**config.mk**
```make
export PLATFORM = sky130hd
export DESIGN_NAME = pc_ir_unit
export DESIGN_NICKNAME = d
export VERILOG_FILES = /design/src/rtl/mips_pkg.sv /design/src/rtl/flopenr.sv /design/src/rtl/pc_ir_unit.sv
export SDC_FILE = /design/constraint.sdc
export NUM_CORES = 1
export LEC_CHECK = 0
export BUFFER_PORTS_ARGS = -buffer_cell sky130_fd_sc_hd__buf_2
export CORE_AREA = 4 4 170 172
export CTS_CLUSTER_SIZE = 8
export DETAILED_ROUTE_END_ITERATION = 8
export DIE_AREA = 0 0 174 176
export PLACE_DENSITY = 0.64
export SLEW_MARGIN = 20
export SYNTH_ARGS = -nofsm -noshare
export SYNTH_HDL_FRONTEND = slang
export SYNTH_SLANG_ARGS = --single-unit
```
**constraint.sdc**
```tcl
create_clock -name clk -period 2.1 [get_ports clk]
set_input_delay 0.42 -clock clk [delete_from_list [all_inputs] [get_ports clk]]
set_output_delay 0.42 -clock clk [all_outputs]
set_load 0.01 [all_outputs]
```
**src/rtl/mips_pkg.sv**
```systemverilog
// Shared definitions for the multi-cycle MIPS datapath.
//   WIDTH_DEFAULT : default datapath width
//   OP_*          : primary opcode field values (instr[31:26])
//   pcsrc_t       : next-PC source select driven by the main control FSM
package mips_pkg;

  localparam int WIDTH_DEFAULT = 32;

  localparam logic [5:0] OP_RTYPE = 6'b000000;
  localparam logic [5:0] OP_LW    = 6'b100011;
  localparam logic [5:0] OP_SW    = 6'b101011;
  localparam logic [5:0] OP_BEQ   = 6'b000100;
  localparam logic [5:0] OP_ADDI  = 6'b001000;
  localparam logic [5:0] OP_J     = 6'b000010;

  typedef enum logic [1:0] {
    PC_ALURES = 2'b00,
    PC_ALUOUT = 2'b01,
    PC_JUMP   = 2'b10,
    PC_HOLD   = 2'b11
  } pcsrc_t;

endpackage

```
**src/rtl/flopenr.sv**
```systemverilog
// Register with enable and asynchronous active-low reset.
//   clk   : clock, q updates on posedge when en=1
//   reset : asynchronous reset, active low; q <= RST
//   en    : load enable
//   d     : next value
//   q     : registered value
module flopenr #(
  parameter int           W   = 32,
  parameter logic [W-1:0] RST = '0
) (
  input  logic         clk,
  input  logic         reset,
  input  logic         en,
  input  logic [W-1:0] d,
  output logic [W-1:0] q
);

  always_ff @(posedge clk or negedge reset) begin
    if (!reset) begin
      q <= RST;
    end else if (en) begin
      q <= d;
    end
  end

endmodule

```
**src/rtl/pc_ir_unit.sv**
```systemverilog
// PC / IR / datapath register block of the multi-cycle MIPS core.
// Holds PC, IR, MDR, A, B and ALUOut, selects the memory address and the
// next PC, and keeps fetch and cycle counters for bring-up.
//   clk, reset          : clock and asynchronous active-low reset
//   pcwrite, branch     : unconditional / zero-qualified PC write
//   irwrite             : load IR from readdata
//   iord                : address select, 0 = pc, 1 = aluout
//   pcsrc               : next-PC select (see mips_pkg::pcsrc_t)
//   zero, aluresult     : ALU flag and combinational result
//   readdata            : memory read data
//   rd1, rd2            : register file read ports
//   adr                 : memory address
//   pc, instr, op, funct: program counter, IR and its decoded fields
//   data, a, b, aluout  : MDR, operand registers, registered ALU result
//   fetchcnt, cyclecnt  : IR loads / clock cycles since reset
module pc_ir_unit
  import mips_pkg::*;
#(
  parameter int               WIDTH    = WIDTH_DEFAULT,
  parameter logic [WIDTH-1:0] RESET_PC = '0,
  parameter int               CNT_W    = 32
) (
  input  logic             clk,
  input  logic             reset,
  input  logic             pcwrite,
  input  logic             branch,
  input  logic             irwrite,
  input  logic             iord,
  input  logic [1:0]       pcsrc,
  input  logic             zero,
  input  logic [WIDTH-1:0] aluresult,
  input  logic [WIDTH-1:0] readdata,
  input  logic [WIDTH-1:0] rd1,
  input  logic [WIDTH-1:0] rd2,
  output logic [WIDTH-1:0] adr,
  output logic [WIDTH-1:0] pc,
  output logic [WIDTH-1:0] instr,
  output logic [5:0]       op,
  output logic [5:0]       funct,
  output logic [WIDTH-1:0] data,
  output logic [WIDTH-1:0] a,
  output logic [WIDTH-1:0] b,
  output logic [WIDTH-1:0] aluout,
  output logic [CNT_W-1:0] fetchcnt,
  output logic [CNT_W-1:0] cyclecnt
);

  logic             pcen;
  logic [WIDTH-1:0] pcnext;
  logic [CNT_W-1:0] fetchcnt_nxt;
  logic [CNT_W-1:0] cyclecnt_nxt;

  assign pcen = pcwrite | (branch & zero);

  // Jump target keeps the upper nibble of the current pc, which already
  // holds PC+4 once FETCH has completed.
  always_comb begin
    pcnext = pc;
    case (pcsrc_t'(pcsrc))
      PC_ALURES: pcnext = aluresult;
      PC_ALUOUT: pcnext = aluout;
      PC_JUMP:   pcnext = {pc[31:28], instr[25:0], 2'b00};
      PC_HOLD:   pcnext = pc;
      default:   pcnext = pc;
    endcase
  end

  flopenr #(.W(WIDTH), .RST(RESET_PC)) u_pc_reg (
    .clk(clk), .reset(reset), .en(pcen), .d(pcnext), .q(pc)
  );

  // IR samples memory at the pre-update address, so a FETCH cycle with
  // irwrite and pcwrite both set loads the word at the old pc.
  flopenr #(.W(WIDTH)) u_ir_reg (
    .clk(clk), .reset(reset), .en(irwrite), .d(readdata), .q(instr)
  );

  flopenr #(.W(WIDTH)) u_mdr_reg (
    .clk(clk), .reset(reset), .en(1'b1), .d(readdata), .q(data)
  );

  flopenr #(.W(WIDTH)) u_a_reg (
    .clk(clk), .reset(reset), .en(1'b1), .d(rd1), .q(a)
  );

  flopenr #(.W(WIDTH)) u_b_reg (
    .clk(clk), .reset(reset), .en(1'b1), .d(rd2), .q(b)
  );

  flopenr #(.W(WIDTH)) u_aluout_reg (
    .clk(clk), .reset(reset), .en(1'b1), .d(aluresult), .q(aluout)
  );

  // Both counters wrap modulo 2^CNT_W.
  assign fetchcnt_nxt = fetchcnt + CNT_W'(1);
  assign cyclecnt_nxt = cyclecnt + CNT_W'(1);

  flopenr #(.W(CNT_W)) u_fetchcnt_reg (
    .clk(clk), .reset(reset), .en(irwrite), .d(fetchcnt_nxt), .q(fetchcnt)
  );

  flopenr #(.W(CNT_W)) u_cyclecnt_reg (
    .clk(clk), .reset(reset), .en(1'b1), .d(cyclecnt_nxt), .q(cyclecnt)
  );

  assign adr   = iord ? aluout : pc;
  assign op    = instr[31:26];
  assign funct = instr[5:0];

endmodule

```
==> results of run 1 <==
==> cell usage after synthesis (all sizes together) <==
cell and n:
or2 1, and3 10, a22oi 26, nand3 23, nand2 58, clkbuf 16
and4 7, dfrtp 256, xnor2 33, and2 1, a21oi 29, inv 8
mux2 69, nor3b 1, buf 25, nor3 5, nand4 18, or4b 1
o21ai 32, nor4 12, or3 1, nor2 41, xor2 28, ha 5
==> power by group through the flow <==
stage	clock network (W)	logic, W	registers (W)
after floorplan	0	0.000559	0.00577
after global placement	0	0.00157	0.00567
after detailed placement	0	0.00160	0.00567
after CTS	0.00540	0.00160	0.00560
after global routing	0.00562	0.00172	0.00565
final	0.00524	0.00157	0.00560
==> worst max-delay path: cells and delay by family, from the launching register on <==
| family | cells | cell delay [ns] |
|---|---|---|
| xor+xnor | 1 | 0.18 |
| simple gates | 3 | 1.16 |
| flops | 1 | 0.43 |
==> how the worst max path moves through the flow <==
stage                                    from                    to  slack [ns]
after floorplan           u_cyclecnt_reg.q[2]  u_cyclecnt_reg.q[29]        0.27
after global placement    u_cyclecnt_reg.q[2]  u_cyclecnt_reg.q[29]        0.16
after detailed placement  u_cyclecnt_reg.q[2]  u_cyclecnt_reg.q[29]        0.16
after CTS                 u_cyclecnt_reg.q[2]  u_cyclecnt_reg.q[29]        0.13
after global routing      u_fetchcnt_reg.q[3]  u_fetchcnt_reg.q[23]        0.07
final                     u_cyclecnt_reg.q[2]  u_cyclecnt_reg.q[29]        0.25
==> per-stage QoR <==
step	total power, W	setup WS [ns]	std cells
floorplan	0.00633	0.272	706
global placement	0.00724	0.163	1471
detailed placement	0.00726	0.160	1471
CTS	0.0126	0.127	1515
global route	0.0130	0.0674	1516
finish	0.0124	0.250	1516
==> registers in the layout, summed over array words and instances (netlist names) <==
register and flops:
u_cyclecnt_reg.q 32, u_ir_reg.q 32, u_mdr_reg.q 32, u_aluout_reg.q 32, u_a_reg.q 32, u_pc_reg.q 32, u_b_reg.q 32, u_fetchcnt_reg.q 32
==> cell type report <==
type	instances	area [um^2]
diodes	1	2.50
repair buffers	461	2440
multi-input cells	401	2770
inverters	8	30.0
clock inverters	2	16.3
flip-flops and latches	256	6410
fillers	2504	14400
well taps	346	433
clock buffers	41	993
==> repair_timing <==
action,CTS,global route
setup endpoints to repair,0,3
hold buffers,1,0
resized for setup,0,2
hold endpoints to repair,43,0
==> kinds of logic (layout without fill, tap and decap cells) <==
| logic type | Yosys count | count (layout) | share of synthesized area |
|---|---|---|---|
| compound gates | 87 | 87 | 0.0533 |
| xor+xnor | 61 | 61 | 0.0569 |
| fa+ha+maj | 5 | 5 | 0.00666 |
| buf+inv | 49 | 512 | 0.0253 |
| flops | 256 | 256 | 0.682 |
| mux | 69 | 69 | 0.0827 |
| other cells | 0 | 1 | 0 |
| simple gates | 179 | 179 | 0.0935 |
==> routing by layer <==
metal | vias to the layer above | part of all wire | global-route usage
met2 | 369 | 0.49 | 0.307
met1 | 3560 | 0.40 | 0.229
met5 | - | 0.00045 | 0
met4 | 2 | 0.026 | 0.0594
met3 | 51 | 0.086 | 0.0512
li1 | 3347 | - | -
==> reports/results.tsv, run 1 <==
metric	value	unit
Cell Pwr Density	947	nW/um^2
detailed placement HPWL	21.7	mm
Die Width	174	um
Gate Count Post-Synth	706	
IO buf count	436	
clock skew	0.0118	ns
R2R Path End	u_cyclecnt_reg.q[29]	
GPL Wtd Cong	0.850	
Mapped Nets	848	
Pint	0.00929	W
NumNets Final	1308	
HP Class	input port to flip-flop	
Yosys cell types	29	
gr ovfl total	0	
crit path launch type	flip-flop	
CP max-delay cell	or4b_4	
Starting Density	0.342	
status	completed	
Final Cycle Share	0.881	
flops & latches, synth	256	
Reg power frac	0.452	
Syn Area/Cell	13.3	um^2
core area	27500	um^2
f_max	540	MHz
clk buf depth	3	
final setup fails	0	
worst relative slew slack	0.601	
Hold Startpoint	rd2[22]	
post-layout instance area	13100	um^2
Pre-antenna DRT Iters	4	
final core utilization	0.477	
die height	176	um
CTS root buffer	clkbuf_16	
post-layout min period	1.85	ns
RSZ-0062 raised after global routing	false	
largest net degree at the start of global routing	62	
Slew Limit Fails	0	
Post-Route WL	28.8	mm
H-tree Lvls	2	
Worst-Skew Late Latency	0.49	ns
DR vias/cell	4.83	
post-synthesis sequential area ratio	0.682	
Area Growth Syn to Fin	39.3	%
Clk pwr share	0.422	
setup TNS	0	ns
Max IR drop VDD	0.592	mV
Worst Max-Slew Pin Slew	0.599	ns
Synth area leader	dfrtp_1	
CTS tree	yes	
ratio of cells with drive above 1 in the final layout	0.495	
Synth top area share	0.682	
Crit. End Element	flip-flop	
overall routing resource usage	0.182	
initial antenna violation count	2	
Crit Path Max Fanout	8	
Maximum Capacitance Violations	0	
CTS buffer count	38	
Worst Reg-to-Reg Cells	4	
Switching Share	0.251	
commonest cells after routing, fill and taps aside	buf_2 (435), dfrtp_1 (256), mux2_2 (69)	
max incr delay on CP	0.64	ns
io pins	437	
critical-path cell list	nand4_2, or4b_4, nor4_1, xor2_1	
hold slack	0.0295	ns
Antenna Nets Post-Route	0	
cell row count	61	
Area contributors post-synth	dfrtp_1 (68%), mux2_2 (8.3%), xnor2_1 (3.1%)	
Ys Warns	0	
NetSw	0.00311	W
Comb pwr share	0.126	
Setup Crit Path Kind	flip-flop to flip-flop	
CP required	2.51	ns
Reg clk slew, reported paths	0.05	ns
DRC	0	
first-pass GRT wire length	44.0	mm
Worst Hold Path EP	u_b_reg.q[22]	
Pleak	6.69	nW
commonest non-fill, non-tap cell in the layout	buf_2	
Fin. Hold Viols	0	
first-iteration detailed-routing DRC count	339	
vias in the first global route	7559	
reg2reg start	u_cyclecnt_reg.q[2]	
flop2flop setup slack	0.25	ns
WHS Path Cells	1	
die area	30600	um^2
setup bufs post-CTS	0	
drt wl/cell	19.0	um
vias	7329	
Placed Area	12100	um^2
CP arrival	2.26	ns
Syn Std Cell Area	9400	um^2
clk sink count	256	
(Power assumes the default switching activity.)
==> run 2, diff against run 1 <==
--- a/config.mk
+++ b/config.mk
@@ -7,6 +7,7 @@
 export LEC_CHECK = 0
 export BUFFER_PORTS_ARGS = -buffer_cell sky130_fd_sc_hd__buf_2
 export CORE_AREA = 4 4 170 172
+export CTS_BUF_LIST = sky130_fd_sc_hd__clkbuf_8 sky130_fd_sc_hd__clkbuf_16
 export CTS_CLUSTER_SIZE = 8
 export DETAILED_ROUTE_END_ITERATION = 8
 export DIE_AREA = 0 0 174 176
==> reports/results.tsv, run 2 (synthesis results as in run 1) <==
metric	value	unit	change
status	completed		
commonest cells after routing, fill and taps aside	buf_2 (435), dfrtp_1 (256), mux2_2 (69)		
cell row count	61		unchanged
f_max	541	MHz	about the same
setup TNS	0	ns	unchanged
post-layout instance area	13100	um^2	unchanged
DRC	0		unchanged
Crit Path Max Fanout	8		unchanged
Max IR drop VDD	0.592	mV	about the same
CTS tree	yes		
NumNets Final	1308		unchanged
CTS root buffer	clkbuf_16		
io pins	437		unchanged
DR vias/cell	4.83		about the same
Slew Limit Fails	0		unchanged
Starting Density	0.342		unchanged
Setup Crit Path Kind	flip-flop to flip-flop		
fillers	2504		unchanged
Placed Area	12100	um^2	unchanged
Pre-antenna DRT Iters	4		unchanged
Crit. End Element	flip-flop		
ratio of cells with drive above 1 in the final layout	0.495		unchanged
clk sink count	256		unchanged
CP required	2.51	ns	about the same
vias in the first global route	7559		unchanged
gr ovfl total	0		unchanged
clock skew	0.0118	ns	unchanged
initial antenna violation count	2		unchanged
GPL Wtd Cong	0.850		unchanged
Worst Max-Slew Pin Slew	0.599	ns	-0.00000775 ns
vias	7326		-0.041%
Antenna Nets Post-Route	0		unchanged
Cell Pwr Density	947	nW/um^2	about the same
Area Growth Syn to Fin	39.3	%	unchanged
Reg clk slew, reported paths	0.05	ns	about the same
die height	176	um	unchanged
Die Width	174	um	unchanged
Pleak	6.69	nW	about the same
CTS buffer count	38		unchanged
commonest non-fill, non-tap cell in the layout	buf_2		
post-layout min period	1.85	ns	-0.000389 ns
CP arrival	2.26	ns	about the same
Post-Route WL	28.8	mm	about the same
Worst-Skew Late Latency	0.49	ns	about the same
Maximum Capacitance Violations	0		unchanged
setup bufs post-CTS	0		unchanged
first-iteration detailed-routing DRC count	342		+0.88%
dpl ws	0.160	ns	unchanged
overall routing resource usage	0.182		unchanged
H-tree Lvls	2		unchanged
core area	27500	um^2	unchanged
Final Cycle Share	0.881		about the same
worst relative slew slack	0.601		about the same
clk buf depth	3		unchanged
RSZ-0062 raised after global routing	false		
drt wl/cell	19.0	um	about the same
first-pass GRT wire length	44.0	mm	unchanged
detailed placement HPWL	21.7	mm	unchanged
Final WS setup	0.250	ns	+0.000389 ns
HP Class	input port to flip-flop		
IO buf count	436		unchanged
crit path launch type	flip-flop		
final setup fails	0		unchanged
die area	30600	um^2	unchanged
Fin. Hold Viols	0		unchanged
largest net degree at the start of global routing	62		unchanged
-- run 2: layout make-up --
type                       instances  area, um^2  share of cell area
clock buffer                      40         990              0.0756
multi-input combinational        401        2770               0.211
tap                              346         433              0.0331
inverter                           8        30.0             0.00229
timing repair buffer             461        2440               0.187
clock inverter                     3        20.0             0.00153
sequential                       256        6410               0.489
antenna                            1        2.50            0.000191
-- run 2: path summary, 6_finish.rpt --
| check | startpoint | endpoint | slack (ns) | cells past startpoint |
|---|---|---|---|---|
| hold reg to reg | u_fetchcnt_reg.q[31] | u_fetchcnt_reg.q[31] | 0.47 | 1 |
| max in group asynchronous | reset | u_mdr_reg.q[13] | 0.97 | 3 |
| hold / removal | rd2[22] | u_b_reg.q[22] | 0.03 | 1 |
| min in group asynchronous | reset | u_ir_reg.q[24] | 0.46 | 2 |
| setup reg to reg | u_cyclecnt_reg.q[2] | u_cyclecnt_reg.q[29] | 0.25 | 4 |
| setup / recovery | u_cyclecnt_reg.q[2] | u_cyclecnt_reg.q[29] | 0.25 | 4 |
-- run 2: what timing repair did --
| action | CTS | global route |
|---|---|---|
| resized for setup | 0 | 2 |
| endpoints found under the setup margin | 0 | 3 |
| hold buffers | 1 | 0 |
| hold endpoints to repair | 43 | 0 |
-- run 2: power by group --
part	total [W]	switching [W]	internal [W]
logic	0.00157	0.000857	0.000709
clock network	0.00523	0.00195	0.00328
registers	0.00560	0.000305	0.00530
-- run 2: metrics by stage --
step / std cells / utilization / hold slack (ns) / power [W]
5_1_grt: 1516 / 0.477 / 0.00672 / 0.0130
3_3_place_gp: 1471 / 0.439 / 0.377 / 0.00724
3_5_place_dp: 1471 / 0.439 / 0.377 / 0.00726
2_1_floorplan: 706 / - / 0.124 / 0.00633
6_report: 1516 / 0.477 / 0.0295 / 0.0124
4_1_cts: 1515 / 0.476 / 0.000155 / 0.0126
-- run 2: layer usage --
layer	wire length, um	track usage	vias up
li1	-	-	3347
met3	2480	0.0512	51
met2	14100	0.307	367
met5	13	0	-
met1	11500	0.229	3559
met4	751	0.0594	2
-- run 2: worst max-delay path: stages (launching register included) --
cell and delay [ns]:
dfrtp_1 0.43, nand4_2 0.17, or4b_4 0.64, nor4_1 0.35, xor2_1 0.18
==> run 3, diff against run 2 <==
--- a/config.mk
+++ b/config.mk
@@ -6,12 +6,12 @@
 export NUM_CORES = 1
 export LEC_CHECK = 0
 export BUFFER_PORTS_ARGS = -buffer_cell sky130_fd_sc_hd__buf_2
-export CORE_AREA = 4 4 170 172
+export CORE_MARGIN = 4
+export CORE_UTILIZATION = 28
 export CTS_BUF_LIST = sky130_fd_sc_hd__clkbuf_8 sky130_fd_sc_hd__clkbuf_16
 export CTS_CLUSTER_SIZE = 8
 export DETAILED_ROUTE_END_ITERATION = 8
-export DIE_AREA = 0 0 174 176
-export PLACE_DENSITY = 0.64
+export PLACE_DENSITY = 0.55
 export SLEW_MARGIN = 20
 export SYNTH_ARGS = -nofsm -noshare
 export SYNTH_HDL_FRONTEND = slang
==> reports/results.tsv, run 3 (synthesis results as in run 1) <==
metric	value	unit	change
HP Class	input port to flip-flop		
vias in the first global route	7730		+2.3%
Die Width	191	um	+9.9%
detailed placement HPWL	22.1	mm	+1.5%
Maximum Capacitance Violations	0		unchanged
Placed Cells incl. Taps	1572		+6.9%
first-iteration detailed-routing DRC count	187		-45%
overall routing resource usage	0.156		-0.0260
drt wl/cell	17.8	um	-6.3%
Worst-Skew Late Latency	0.50	ns	about the same
Area Growth Syn to Fin	45.6	%	
Slew Limit Fails	0		unchanged
# diodes	0		-1
commonest cells after routing, fill and taps aside	buf_2 (435), dfrtp_1 (256), mux2_2 (69)		
post-layout min period	1.90	ns	+0.0495 ns
max incr delay on CP	0.66	ns	+0.02 ns
f_max	526	MHz	-2.6%
Post-Route WL	29.5	mm	+2.3%
final core utilization	0.417		-0.0592
IO buf count	436		unchanged
status	completed		
CP required	2.52	ns	about the same
setup TNS	0	ns	unchanged
CP max-delay cell	or4b_4		
Max IR drop VDD	0.649	mV	+9.6%
CTS tree	yes		
Pleak	6.91	nW	+3.2%
gr ovfl total	0		unchanged
Pre-antenna DRT Iters	4		unchanged
final total power	0.0126	W	+2.0%
io pins	437		unchanged
Antenna Nets Post-Route	0		unchanged
Setup Crit Path Kind	flip-flop to flip-flop		
Crit Path Max Fanout	10		+2
H-tree Lvls	2		unchanged
commonest non-fill, non-tap cell in the layout	buf_2		
WHS Path Cells	1		unchanged
final setup fails	0		unchanged
DRC	0		unchanged
CTS buffer count	38		unchanged
setup bufs post-CTS	0		unchanged
critical-path cell list	nand4_2, or4b_4, nor4_1, xor2_1		
Cell Pwr Density	924	nW/um^2	-2.4%
largest net degree at the start of global routing	55		-11%
Worst Max-Slew Pin Slew	0.525	ns	-0.0735 ns
CP arrival	2.32	ns	+0.06 ns
Starting Density	0.287		-0.0554
dpl ws	0.0771	ns	-0.0833 ns
clk buf depth	3		unchanged
Crit. End Element	flip-flop		
Reg clk slew, reported paths	0.05	ns	about the same
initial antenna violation count	3		+1
clk sink count	256		unchanged
RSZ-0062 raised after global routing	false		
die area	36600	um^2	+19%
CTS root buffer	clkbuf_16		
Final Cycle Share	0.905		+0.0236
crit path launch type	flip-flop		
DR vias/cell	4.46		-7.6%
first-pass GRT wire length	44.6	mm	+1.3%
die height	191	um	+8.6%
worst relative slew slack	0.647		+0.0458
core area	32800	um^2	+19%
cell row count	66		+8.2%
Final WS setup	0.200	ns	-0.0495 ns
vias	7394		+0.93%
GPL Wtd Cong	0.784		-7.8%
Fin. Hold Viols	0		unchanged
NumNets Final	1352		+3.4%
Worst Reg-to-Reg Cells	4		unchanged
Non-Filler Instances	1656		+9.2%
clock skew	0.0131	ns	+0.00132 ns
ratio of cells with drive above 1 in the final layout	0.481		-0.0142
[run 3: changes by cell type in the layout (fill, tap and decap cells not counted), sizes merged]
cell / previous run / this run
clkinv: 0 / 2
clkinvlp: 1 / 0
buf: 460 / 465
diode: 1 / 0
inv: 10 / 8
clkbuf: 40 / 42
dlygate4sd3: 1 / 40
[run 3: layer usage]
layer  track usage  routed length (um)
met1         0.190               12000
met4        0.0445                 608
met3        0.0515                2650
met5             0                   0
met2         0.266               14200
[run 3: report_power, final]
| part | switching [W] | internal, W |
|---|---|---|
| sequential | 0.000295 | 0.00530 |
| combinational | 0.000870 | 0.000760 |
| clock | 0.00199 | 0.00343 |
| total | 0.00316 | 0.00949 |
[run 3: worst max-delay path: cells and delay by family (launching register included)]
| kind | cells | cell delay [ns] |
|---|---|---|
| xor+xnor | 1 | 0.18 |
| flops | 1 | 0.42 |
| simple gates | 3 | 1.22 |
[run 3: what timing repair did]
action / in CTS / in global routing
setup endpoints to repair: 0 / 3
hold buffers: 37 / 3
resized for setup: 0 / 1
endpoints found under the hold margin: 79 / 3
[run 3: cell type report]
class	count	area, um^2
Multi-Input combinational cell	401	2760
Fill cell	3124	19100
Timing Repair Buffer	505	2890
Tap cell	442	553
Clock inverter	2	10.0
Sequential cell	256	6410
Clock buffer	42	1040
Inverter	8	30.0
[run 3: path summary, 6_finish.rpt]
| path | startpoint | end | slack (ns) |
|---|---|---|---|
| worst max-delay path | u_cyclecnt_reg.q[0] | u_cyclecnt_reg.q[29] | 0.20 |
| worst min-delay path | rd2[4] | u_b_reg.q[4] | 0.03 |
| worst max register to register | u_cyclecnt_reg.q[0] | u_cyclecnt_reg.q[29] | 0.20 |
| worst min register to register | u_cyclecnt_reg.q[31] | u_cyclecnt_reg.q[31] | 0.47 |
| max in group asynchronous | reset | u_a_reg.q[9] | 1.00 |
| min in group asynchronous | reset | u_a_reg.q[10] | 0.46 |
[run 3: stage by stage]
stage	area [um^2]	hold WS (ns)
floorplan	9400	0.124
global placement	12200	0.401
global route	13700	0.000184
detailed placement	12200	0.397
finish	13700	0.0283
CTS	13600	0.0000831
